File: config.mk
export PLATFORM = sky130hd
export DESIGN_NAME = arm_imm_encoder
export DESIGN_NICKNAME = d
export VERILOG_FILES = /design/src/rtl/arm_imm_encoder_pkg.sv /design/src/rtl/arm_imm_encoder_rol_even.sv /design/src/rtl/arm_imm_encoder.sv
export SDC_FILE = /design/constraint.sdc
export NUM_CORES = 1
export LEC_CHECK = 0
export ABC_AREA = 1
export BUFFER_PORTS_ARGS = -buffer_cell sky130_fd_sc_hd__buf_2
export CORE_MARGIN = 1.5
export CORE_UTILIZATION = 50
export DETAILED_ROUTE_END_ITERATION = 10
export PLACE_DENSITY_LB_ADDON = 0.05
export SLEW_MARGIN = 30
export SYNTH_ARGS = -nofsm -noshare
export SYNTH_HDL_FRONTEND = slang
export SYNTH_SLANG_ARGS = --single-unit
File: constraint.sdc
create_clock -name clk -period 3.3 [get_ports clk]
set_input_delay 0.495 -clock clk [delete_from_list [all_inputs] [get_ports clk]]
set_output_delay 0.495 -clock clk [all_outputs]
set_load 0.02 [all_outputs]
File: src/rtl/arm_imm_encoder_pkg.sv
// Shared types and constants for the ARM immediate encoder.
package arm_imm_encoder_pkg;

    // Controller states (2-bit encoding).
    typedef enum logic [1:0] {
        ST_IDLE   = 2'd0,
        ST_SEARCH = 2'd1,
        ST_DONE   = 2'd2
    } state_e;

    // Last rotation index tried in one search.
    localparam logic [3:0] ROT_LAST = 4'd15;

    // Width of the immediate byte.
    localparam int IMM_W = 8;

endpackage

File: src/rtl/arm_imm_encoder_rol_even.sv
// Combinational 32-bit rotate left by an even amount (2*r).
module arm_rol_even (
    input  logic [31:0] data,
    input  logic [3:0]  r,
    output logic [31:0] rotated
);

    logic [4:0] amt;
    logic [5:0] back_amt;

    // Rotate as a left shift OR'd with the wrapped-around high bits.
    always_comb begin
        amt      = {r, 1'b0};
        back_amt = 6'd32 - {1'b0, amt};
        rotated  = (data << amt) | (data >> back_amt);
    end

endmodule

File: src/rtl/arm_imm_encoder.sv
// Sequential search for an ARM data-processing immediate encoding:
// one rotation candidate is tested per SEARCH cycle.
module arm_imm_encoder
    import arm_imm_encoder_pkg::*;
#(
    parameter bit EARLY_EXIT = 1'b1
) (
    input  logic        clk,
    input  logic        rst,
    input  logic        start,
    input  logic [31:0] value,
    output logic        busy,
    output logic        done,
    output logic        valid,
    output logic [11:0] shift_operand
);

    state_e             state_q, state_d;
    logic [3:0]         r_q, r_d;
    logic [31:0]        val_q, val_d;
    logic               found_q, found_d;
    logic [3:0]         rot_q, rot_d;
    logic [IMM_W-1:0]   imm_q, imm_d;
    logic               last_q, last_d;
    logic               busy_q, busy_d;
    logic               done_q, done_d;
    logic               valid_q, valid_d;
    logic [11:0]        shop_q, shop_d;

    logic [31:0]        cand;
    logic               match;

    arm_rol_even u_rol (
        .data    (val_q),
        .r       (r_q),
        .rotated (cand)
    );

    // Candidate fits when everything above the low byte is zero.
    always_comb begin
        match = (cand[31:IMM_W] == '0);
    end

    // Next-state logic: a match is recorded at one edge and acted on at the
    // following one, so done lands r+2 edges after the accepted start.
    always_comb begin
        state_d = state_q;
        r_d     = r_q;
        val_d   = val_q;
        found_d = found_q;
        rot_d   = rot_q;
        imm_d   = imm_q;
        last_d  = last_q;
        valid_d = valid_q;
        shop_d  = shop_q;

        case (state_q)
            ST_IDLE: begin
                if (start) begin
                    state_d = ST_SEARCH;
                    val_d   = value;
                    r_d     = '0;
                    found_d = 1'b0;
                    rot_d   = '0;
                    imm_d   = '0;
                    last_d  = 1'b0;
                    valid_d = 1'b0;
                    shop_d  = '0;
                end
            end
            ST_SEARCH: begin
                if ((EARLY_EXIT && found_q) || last_q) begin
                    state_d = ST_DONE;
                    valid_d = found_q;
                    shop_d  = found_q ? {rot_q, imm_q} : 12'h000;
                end else begin
                    // Only the first match is kept: smallest rotate wins.
                    if (match && !found_q) begin
                        found_d = 1'b1;
                        rot_d   = r_q;
                        imm_d   = cand[IMM_W-1:0];
                    end
                    // Counter saturates at the last rotation; never wraps.
                    if (r_q == ROT_LAST) begin
                        last_d = 1'b1;
                    end else begin
                        r_d = r_q + 4'd1;
                    end
                end
            end
            ST_DONE: begin
                state_d = ST_IDLE;
            end
            default: begin
                state_d = ST_IDLE;
            end
        endcase
    end

    // Status outputs are registered copies of the upcoming state.
    always_comb begin
        busy_d = (state_d != ST_IDLE);
        done_d = (state_d == ST_DONE);
    end

    // All state registers with synchronous reset.
    always_ff @(posedge clk) begin
        if (rst) begin
            state_q <= ST_IDLE;
            r_q     <= '0;
            val_q   <= '0;
            found_q <= 1'b0;
            rot_q   <= '0;
            imm_q   <= '0;
            last_q  <= 1'b0;
            busy_q  <= 1'b0;
            done_q  <= 1'b0;
            valid_q <= 1'b0;
            shop_q  <= '0;
        end else begin
            state_q <= state_d;
            r_q     <= r_d;
            val_q   <= val_d;
            found_q <= found_d;
            rot_q   <= rot_d;
            imm_q   <= imm_d;
            last_q  <= last_d;
            busy_q  <= busy_d;
            done_q  <= done_d;
            valid_q <= valid_d;
            shop_q  <= shop_d;
        end
    end

    assign busy          = busy_q;
    assign done          = done_q;
    assign valid         = valid_q;
    assign shift_operand = shop_q;

endmodule

# Word-level counts from Yosys, hierarchy flattened
# Cells that the tools add are included.
# op_classes
reduce_logical,12
bitwise_logic,1
eq_ne,9
n_addsub,2
mux,27
n_shift,2
# ops
op,count
2-to-1 mux 12 bit,3
OR 32 bit,1
<< shifter 32 x 5 -> 32 bit,1
>> shifter 32 x 6 -> 32 bit,1
zero test 24 bit,1
2-to-1 mux 8 bit,3
case mux 12 bit (2 select lines),1
2-to-1 mux 4 bit,5
case mux 4 bit (2 select lines),2
case mux 8 bit (2 select lines),1
"inequality test 2 bit, second input constant",6
AND reduction 4 bit,3
2-to-1 mux 1 bit,6
case mux 1 bit (2 select lines),3
"subtractor 6 x 5 -> 6 bit, first input constant",1
"adder 4 x 1 -> 4 bit, second input constant",1
"equality test 4 bit, second input constant",1
2-to-1 mux 2 bit,2
case mux 2 bit (2 select lines),1
nonzero test 2 bit,2
AND reduction 3 bit,1
"equality test 2 x 1 -> 1 bit, second input constant",1
"equality test 2 bit, second input constant",1
zero test 2 bit,1
other kinds (4),4
# totals
ff_bits,67
word_cells,64
inputBits,35

# Depth between registers and ports, before layout
# Gate-level depths: netlist of the first run.
# logic_depth
word_depth,8
mapped_depth,22
depth_no_buf,18

# Hierarchy
# From an unflattened synthesis of the first run, not the netlist that was laid out.
# unflattened
cells_unflattened,906
hier_area_um2,5330.1
# by_module_without_submodules
module,seq_area_each_um2,cells_per_inst,n_inst,area_per_inst_um2
arm_imm_encoder,1341.3,359,1,2688.8
arm_rol_even,0.0,547,1,2641.3

# Least setup slack after synthesis of the first run
# No wires, ideal clock.
# synth_timing
path_type,flip-flop to flip-flop
from,register r_q[0]
to,register imm_q[1]
path_slack_ps,607
setup_ps,132
t_required_ps,3168
stages_incl_launch_ff,20
t_arrival_ps,2561
path_cell_list,dfxtp_1 buf_4 inv_2 buf_2 ha_1 inv_1 buf_2 buf_1 nand3_1 nand2_1 nand3_1 nand3_1 a21oi_1 nor2_2 nand3_2 nand2_2 nand2_1 buf_4 nand2_1 a21oi_1
# synth_between
elab_chain_cells,7
# synth_rtl
item,line,text
start: declaration,arm_imm_encoder.sv:19,"logic [3:0] r_q, r_d;"
start signal: assignment,arm_imm_encoder.sv:122,r_q <= r_d;
subtractor 6 x 5 -> 6 bit,arm_imm_encoder_rol_even.sv:14,"back_amt = 6'd32 - {1'b0, amt};"
>> shifter 32 x 6 -> 32 bit,arm_imm_encoder_rol_even.sv:15,rotated = (data << amt) | (data >> back_amt);
OR 32 bit (*),arm_imm_encoder_rol_even.sv:15,
zero test 24 bit,arm_imm_encoder.sv:41,match = (cand[31:IMM_W] == '0);
logical AND 1 bit,arm_imm_encoder.sv:78,if (match && !found_q) begin
inequality test 2 bit (no line),--,
AND reduction 4 bit (no line),--,
end signal: assignment,arm_imm_encoder.sv:126,imm_q <= imm_d;
end: declaration,arm_imm_encoder.sv:23,"logic [IMM_W-1:0] imm_q, imm_d;"
# Mark *: on every way between the ends. The rest lies on a longest branch, timed or not. The select of a mux whose other input is x is not followed.
# A chain may end at the register's enable or synchronous reset.

# Worst setup path after layout of the first run
# Same ends and word-level chain as after synthesis.

==> metrics, run 1 <==
Max Freq=between 0.3 and 0.4 GHz; Synth top area share=0.3032; vias in the first global route=4782; n_diodes=0; post-synthesis cell type count=29; Crit Path Category=flip-flop to flip-flop; crit path time final=2.882 ns; Mapped Area=about 4400 um2; total CTS buffers=9; vias per inst=5.585; fin crit share=0.8733; max_cap viols=0; Power Density=494.4 nW/um2; grt total ovfl=0; CTS tree=yes; Final TNS setup=0 ns; Fin. Hold Viols=0; Yosys reg bits=67; Worst Hold Class=input pin to flip-flop; area leader, netlist=dfxtp_1; Final HPWL DP=10.23 mm; switch share=0.3748; clk_lat worst skew=roughly 0.37 ns; Total GRT Usage=0.2995; RSZ-0062 raised after global routing=no; Leak=2.409 nW; Core ar.=roughly 8600 um2; clock power share=0.335; P&R area growth vs syn=11.28%; die extent in y=97.07 um; register area share after synthesis=0.3032; cells after synthesis=roughly 770; gpl congestion=0.9716; clock sink total=between 60 and 70; DRT iter0 DRCs=371; Die W=97.07 um; worst-path maximum fanout=32; final net count=830; CTS clk-pin slew, worst paths=0.08 ns; Post-Syn Nets=803; crit start category=flip-flop; drt drc=0; Max-slew headroom=0.4303; Initial Util=0.5123; WP data required=3.53 ns; P_sw=0.0009124 W; Int Pwr=about 0.0015 W; Least-Margin Pin Slew=0.8493 ns; count of antenna-violating nets left after detailed routing=0; top cells by area, synth=dfxtp_1 (30%), nand2_1 (22%), nand3_1 (13%); WL/cell=15.16 um; Post-CTS Setup Inserts=0; first-pass GRT wire length=23.13 mm; cts hold-fix bufs=0; share of cells above drive strength 1=0.1065; largest net degree at the start of global routing=40; IO buf count=49; critical path arrival=3.11 ns; filler instances=922; initial antenna violation count=0; count of final max-slew check failures=0; DR pass1 iterations=6; clk_skew=approximately 0.015 ns; Comb power frac=0.295; Avg Inst Size Synth=5.776 um2; Ys Warns=0; cell row count=34; hold_ws=0.3726 ns; root buf cell=clkbuf_8; die area=9422 um2; worst-case vdd ir drop=~0.30 mV; H-tree depth=3; status=completed; worst-case clock buffer depth=2; final wirelength=13.74 mm; via count=5060; sequential power share=0.370; I/O pin count=50; post-CTS resize count=0; crit end category=flip-flop; Setup-failing EPs final=0
[power groups by stage]
stage               clock network [W]  logic (W)  registers [W]
floorplan                           0   0.000542       0.000905
global placement                    0   0.000702       0.000917
detailed placement                  0   0.000706       0.000920
CTS                          0.000830   0.000710       0.000901
global route                 0.000850   0.000824       0.000908
finish                       0.000815   0.000719       0.000901
[layout by cell type (no fill, tap or decap), types with 2 or more instances in the layout]
| master | Yosys | layout |
|---|---|---|
| o31ai_1 | 6 | 6 |
| nor3_1 | 2 | 2 |
| ha_1 | 2 | 2 |
| o21ai_0 | 45 | 45 |
| nor2_1 | 103 | 102 |
| buf_2 | 9 | 49 |
| inv_1 | 38 | 37 |
| bufinv_16 | 0 | 2 |
| dfxtp_1 | 67 | 67 |
| nand3_1 | 119 | 119 |
| nand2_1 | 254 | 254 |
| nor2_2 | 1 | 2 |
| buf_4 | 2 | 12 |
| inv_2 | 2 | 2 |
| inv_6 | 0 | 3 |
| clkbuf_8 | 0 | 9 |
| clkinv_1 | 1 | 2 |
| a21oi_1 | 55 | 55 |
| nand4_1 | 3 | 3 |
| o221ai_1 | 8 | 8 |
| and2_1 | 7 | 7 |
[critical path, stage by stage, from the launching register on]
cell,delay [ns]
dfxtp_1,0.36
inv_2,0.07
buf_4,0.24
nand2_1,0.16
nand2_1,0.12
o21ai_0,0.40
nand2_1,0.09
nand2_1,0.07
nand2_1,0.06
nor2_1,0.08
nand2_1,0.06
nand2_1,0.05
nand2_1,0.05
nor2_1,0.11
nand3_2,0.08
nand2_2,0.20
nand2_1,0.29
nand2_1,0.16
a21oi_1,0.07
[worst paths after layout]
check / to / from / slack [ns] / cells after the start
setup / recovery: imm_q[1]$_SDFFE_PP0P_ / r_q[0]$_SDFFE_PP0P_ / 0.42 / 18
hold / removal: val_q[9]$_SDFFE_PP0P_ / value[9] / 0.37 / 3
setup reg to reg: imm_q[1]$_SDFFE_PP0P_ / r_q[0]$_SDFFE_PP0P_ / 0.42 / 18
hold reg to reg: shift_operand[0]$_SDFFE_PP0P_ / shift_operand[0]$_SDFFE_PP0P_ / 0.46 / 2
[state kept, by name (all words and copies together), names as in the netlist]
| signal | flops |
|---|---|
| last_q | 1 |
| valid | 1 |
| r_q | 4 |
| found_q | 1 |
| shift_operand | 12 |
| done | 1 |
| imm_q | 8 |
| state_q | 2 |
| val_q | 32 |
| rot_q | 4 |
| busy | 1 |
[routing by layer]
layer  wire length, um  part of all wire  global-route usage  vias up
li1                  -                 -                   -     2557
met5                 0                 0                   0        -
met1              6360              0.46              0.4126     2298
met4               217             0.016             0.09365        0
met3               933             0.068             0.04676       18
met2              6227              0.45              0.4814      187
[cell families (layout without fill, tap and decap cells)]
| kind of cell | after synthesis | count (layout) | synth area share |
|---|---|---|---|
| xor gates and xnor gates | 2 | 2 | 0.005657 |
| adders and majority gates | 2 | 2 | 0.005655 |
| buffers and inverters | 86 | 118 | 0.08060 |
| DFF | 67 | 67 | 0.3032 |
| and+or+nand+nor | 493 | 493 | 0.4621 |
| AOI/OAI and AO/OA | 116 | 116 | 0.1428 |
[Yosys cell counts (all sizes together)]
library cell,number
a21oi,56
and2,7
and3,1
buf,17
clkbuf,28
clkinv,1
dfxtp,67
ha,2
inv,40
nand2,255
nand3,120
nand3b,1
nand4,3
nor2,104
nor3,2
o21a,1
o21ai,45
o221ai,8
o31ai,6
xor2,2
[area by class of cell]
type,instances,area [um2],area share
clock inverters,7,105.1,0.02135
multi-input cells,613,2729,0.5543
well taps,108,135.1,0.02745
clock buffers,9,123.9,0.02516
flip-flops and latches,67,1341,0.2724
repair buffers,61,335.3,0.06811
inverters,41,153.9,0.03126
[stage by stage]
step,total power [W],std cells,cell area [um2],utilization,setup slack (ns)
after floorplan,0.001446,766,4424,-,0.6066
after global placement,0.001619,890,4692,0.5433,0.5720
after detailed placement,0.001625,890,4692,0.5433,0.4617
after CTS,0.002440,906,4921,0.5698,0.4390
after global routing,0.002582,906,4923,0.5701,0.06381
final,0.002434,906,4923,0.5701,0.4180
No activity file was read; power rests on OpenSTA's default activity.
==> inputs of run 2 (changes only) <==
--- a/config.mk
+++ b/config.mk
@@ -12,3 +12,3 @@
 export DETAILED_ROUTE_END_ITERATION = 10
-export PLACE_DENSITY_LB_ADDON = 0.05
+export PLACE_DENSITY = 0.82
 export SLEW_MARGIN = 30
==> constraint.sdc (replaced) <==
create_clock -name clk -period 3.3 [get_ports clk]
set_input_delay 0.33 -clock clk [delete_from_list [all_inputs] [get_ports clk]]
set_output_delay 0.33 -clock clk [all_outputs]
set_load 0.02 [all_outputs]
==> run 2 against run 1 <==
Compared with the run above:
- global-route usage down 0.35 points
- first-iteration DRC count up 15%
- non-clock buffer count up 2
- worst hold slack worse by 0.15 ns
- utilization up 0.14 points
- die area unchanged
- total power down 0.89%
- clock skew down 0.0049 ns
- sequential cell count unchanged
- via count up 0.40%
==> metrics, run 2 (same netlist as run 1, synthesis figures left out) <==
die extent in y=97.07 um; DR pass1 iterations=5; share of cells above drive strength 1=0.1100; DRT iter0 DRCs=425; Final TNS setup=0 ns; largest net degree at the start of global routing=41; status=completed; clock sink total=67; WL/cell=around 15 um; Least-Margin Pin Slew=0.7501 ns; Most flops, register=val_q; busiest layer in global routing=met2; vias in the first global route=4700; Final HPWL DP=9.866 mm; initial antenna violation count=1; drt drc=0; total CTS buffers=9; clk_skew=0.01026 ns; final net count=approximately 830; grt met2 use=0.4583; critical path arrival=3.08 ns; clk_lat worst skew=between 0.3 and 0.4 ns; I/O pin count=50; Power Density=488.8 nW/um2; worst-case clock buffer depth=2; Setup-failing EPs final=0; vias per inst=roughly 5.6; Initial Util=0.5123; first-pass GRT wire length=around 23 mm; WP data required=3.54 ns; Design Power=0.002413 W; most frequent cells in the layout=nand2_1 (254), nand3_1 (119), nor2_1 (102); worst-case vdd ir drop=0.2271 mV; max_cap viols=0; commonest non-fill, non-tap cell in the layout=nand2_1; H-tree depth=3; filler instances=864; CP startpoint=r_q[0]$_SDFFE_PP0P_; IO buf count=49; die area=9422 um2; GR Layer Usage met1=0.4056; Largest register FFs=32; CTS tree=yes; Worst Hold Class=input pin to flip-flop; Final WS setup=~0.45 ns; grt total ovfl=0; Leak=2.415 nW; hold path start=value[10]; P&R area growth vs syn=11.57%; gpl congestion=between 0.9 and 1; root buf cell=clkbuf_8; Fin. Hold Viols=0; count of final max-slew check failures=0; crit start category=flip-flop; dpl ws=0.4165 ns; final wirelength=13.36 mm; cell row count=34; via count=5080; Die W=97.07 um; RSZ-0062 raised after global routing=no; crit path time final=2.847 ns; Max-slew headroom=0.4969; Max Freq=between 0.3 and 0.4 GHz; Core ar.=8636 um2; worst flop-to-flop path startpoint=r_q[0]$_SDFFE_PP0P_; fin crit share=0.8626; GR Util met3=0.06835; Crit Path Category=flip-flop to flip-flop; crit end category=flip-flop; worst-path maximum fanout=17; n_diodes=0; Total GRT Usage=0.2961; CTS clk-pin slew, worst paths=0.09 ns; count of antenna-violating nets left after detailed routing=0
==> run 2: cell types whose count changed in the layout (fill, tap and decap cells not counted) <==
cell,previous run,this run
clkinvlp_4,1,2
clkinv_4,0,1
clkinv_2,0,1
buf_4,12,14
inv_1,37,36
inv_6,3,2
inv_8,1,0
==> run 2: final cells by class <==
type | count | area, um2 | area share
clock buffers | 9 | 123.9 | 0.02510
repair buffers | 63 | 350.3 | 0.07098
flip-flops and latches | 67 | 1341 | 0.2717
well taps | 108 | 135.1 | 0.02738
multi-input cells | 613 | 2729 | 0.5529
clock inverters | 7 | 98.84 | 0.02003
inverters | 41 | 157.7 | 0.03194
==> run 2: metrics by stage <==
step / cells / cell area [um2] / utilization / hold slack (ns)
after floorplan: 766 / 4424 / - / 0.4369
after CTS: 908 / 4930 / 0.5708 / 0.2244
after global routing: 908 / 4936 / 0.5716 / 0.2241
after detailed placement: 892 / 4707 / 0.5451 / 0.4537
after global placement: 892 / 4707 / 0.5451 / 0.4448
final: 908 / 4936 / 0.5716 / 0.2253
==> run 2: timing repair <==
action | CTS | global route
endpoints found under the setup margin | 0 | 10
buffers inserted | 0 | 0
gates resized for setup | 0 | 1
hold buffers | 0 | 0
==> run 2: path summary, 6_finish.rpt <==
check	to	slack, ns	cells after the start
worst min register to register	shift_operand[0]$_SDFFE_PP0P_	0.46	2
worst max-delay path	rot_q[3]$_SDFFE_PP0P_	0.45	16
worst max register to register	rot_q[3]$_SDFFE_PP0P_	0.45	16
worst min-delay path	val_q[10]$_SDFFE_PP0P_	0.23	3
==> run 2: per-layer routing <==
| layer | up-vias | share of wire |
|---|---|---|
| li1 | 2556 | - |
| met1 | 2282 | 0.46 |
| met2 | 214 | 0.44 |
| met3 | 28 | 0.078 |
| met4 | 0 | 0.022 |
| met5 | - | 0 |
==> run 2: worst max-delay path, stage by stage (launching register included) <==
cell and delay [ns]:
dfxtp_1 0.35, inv_2 0.05, ha_1 0.33, clkinvlp_4 0.28, nand3_1 0.21, nand2_1 0.08
nand3b_1 0.19, nand2_1 0.08, nand3_1 0.09, a21oi_1 0.13, nand2_1 0.06, nor2_1 0.11
nand3_2 0.08, nand2_2 0.19, nand2_1 0.29, nand2_1 0.15, a21oi_1 0.07
==> run 2: where the power goes <==
group	switching, W	internal, W
logic	0.000496	0.000229
registers	0.0000396	0.000857
clock network	0.000361	0.000431
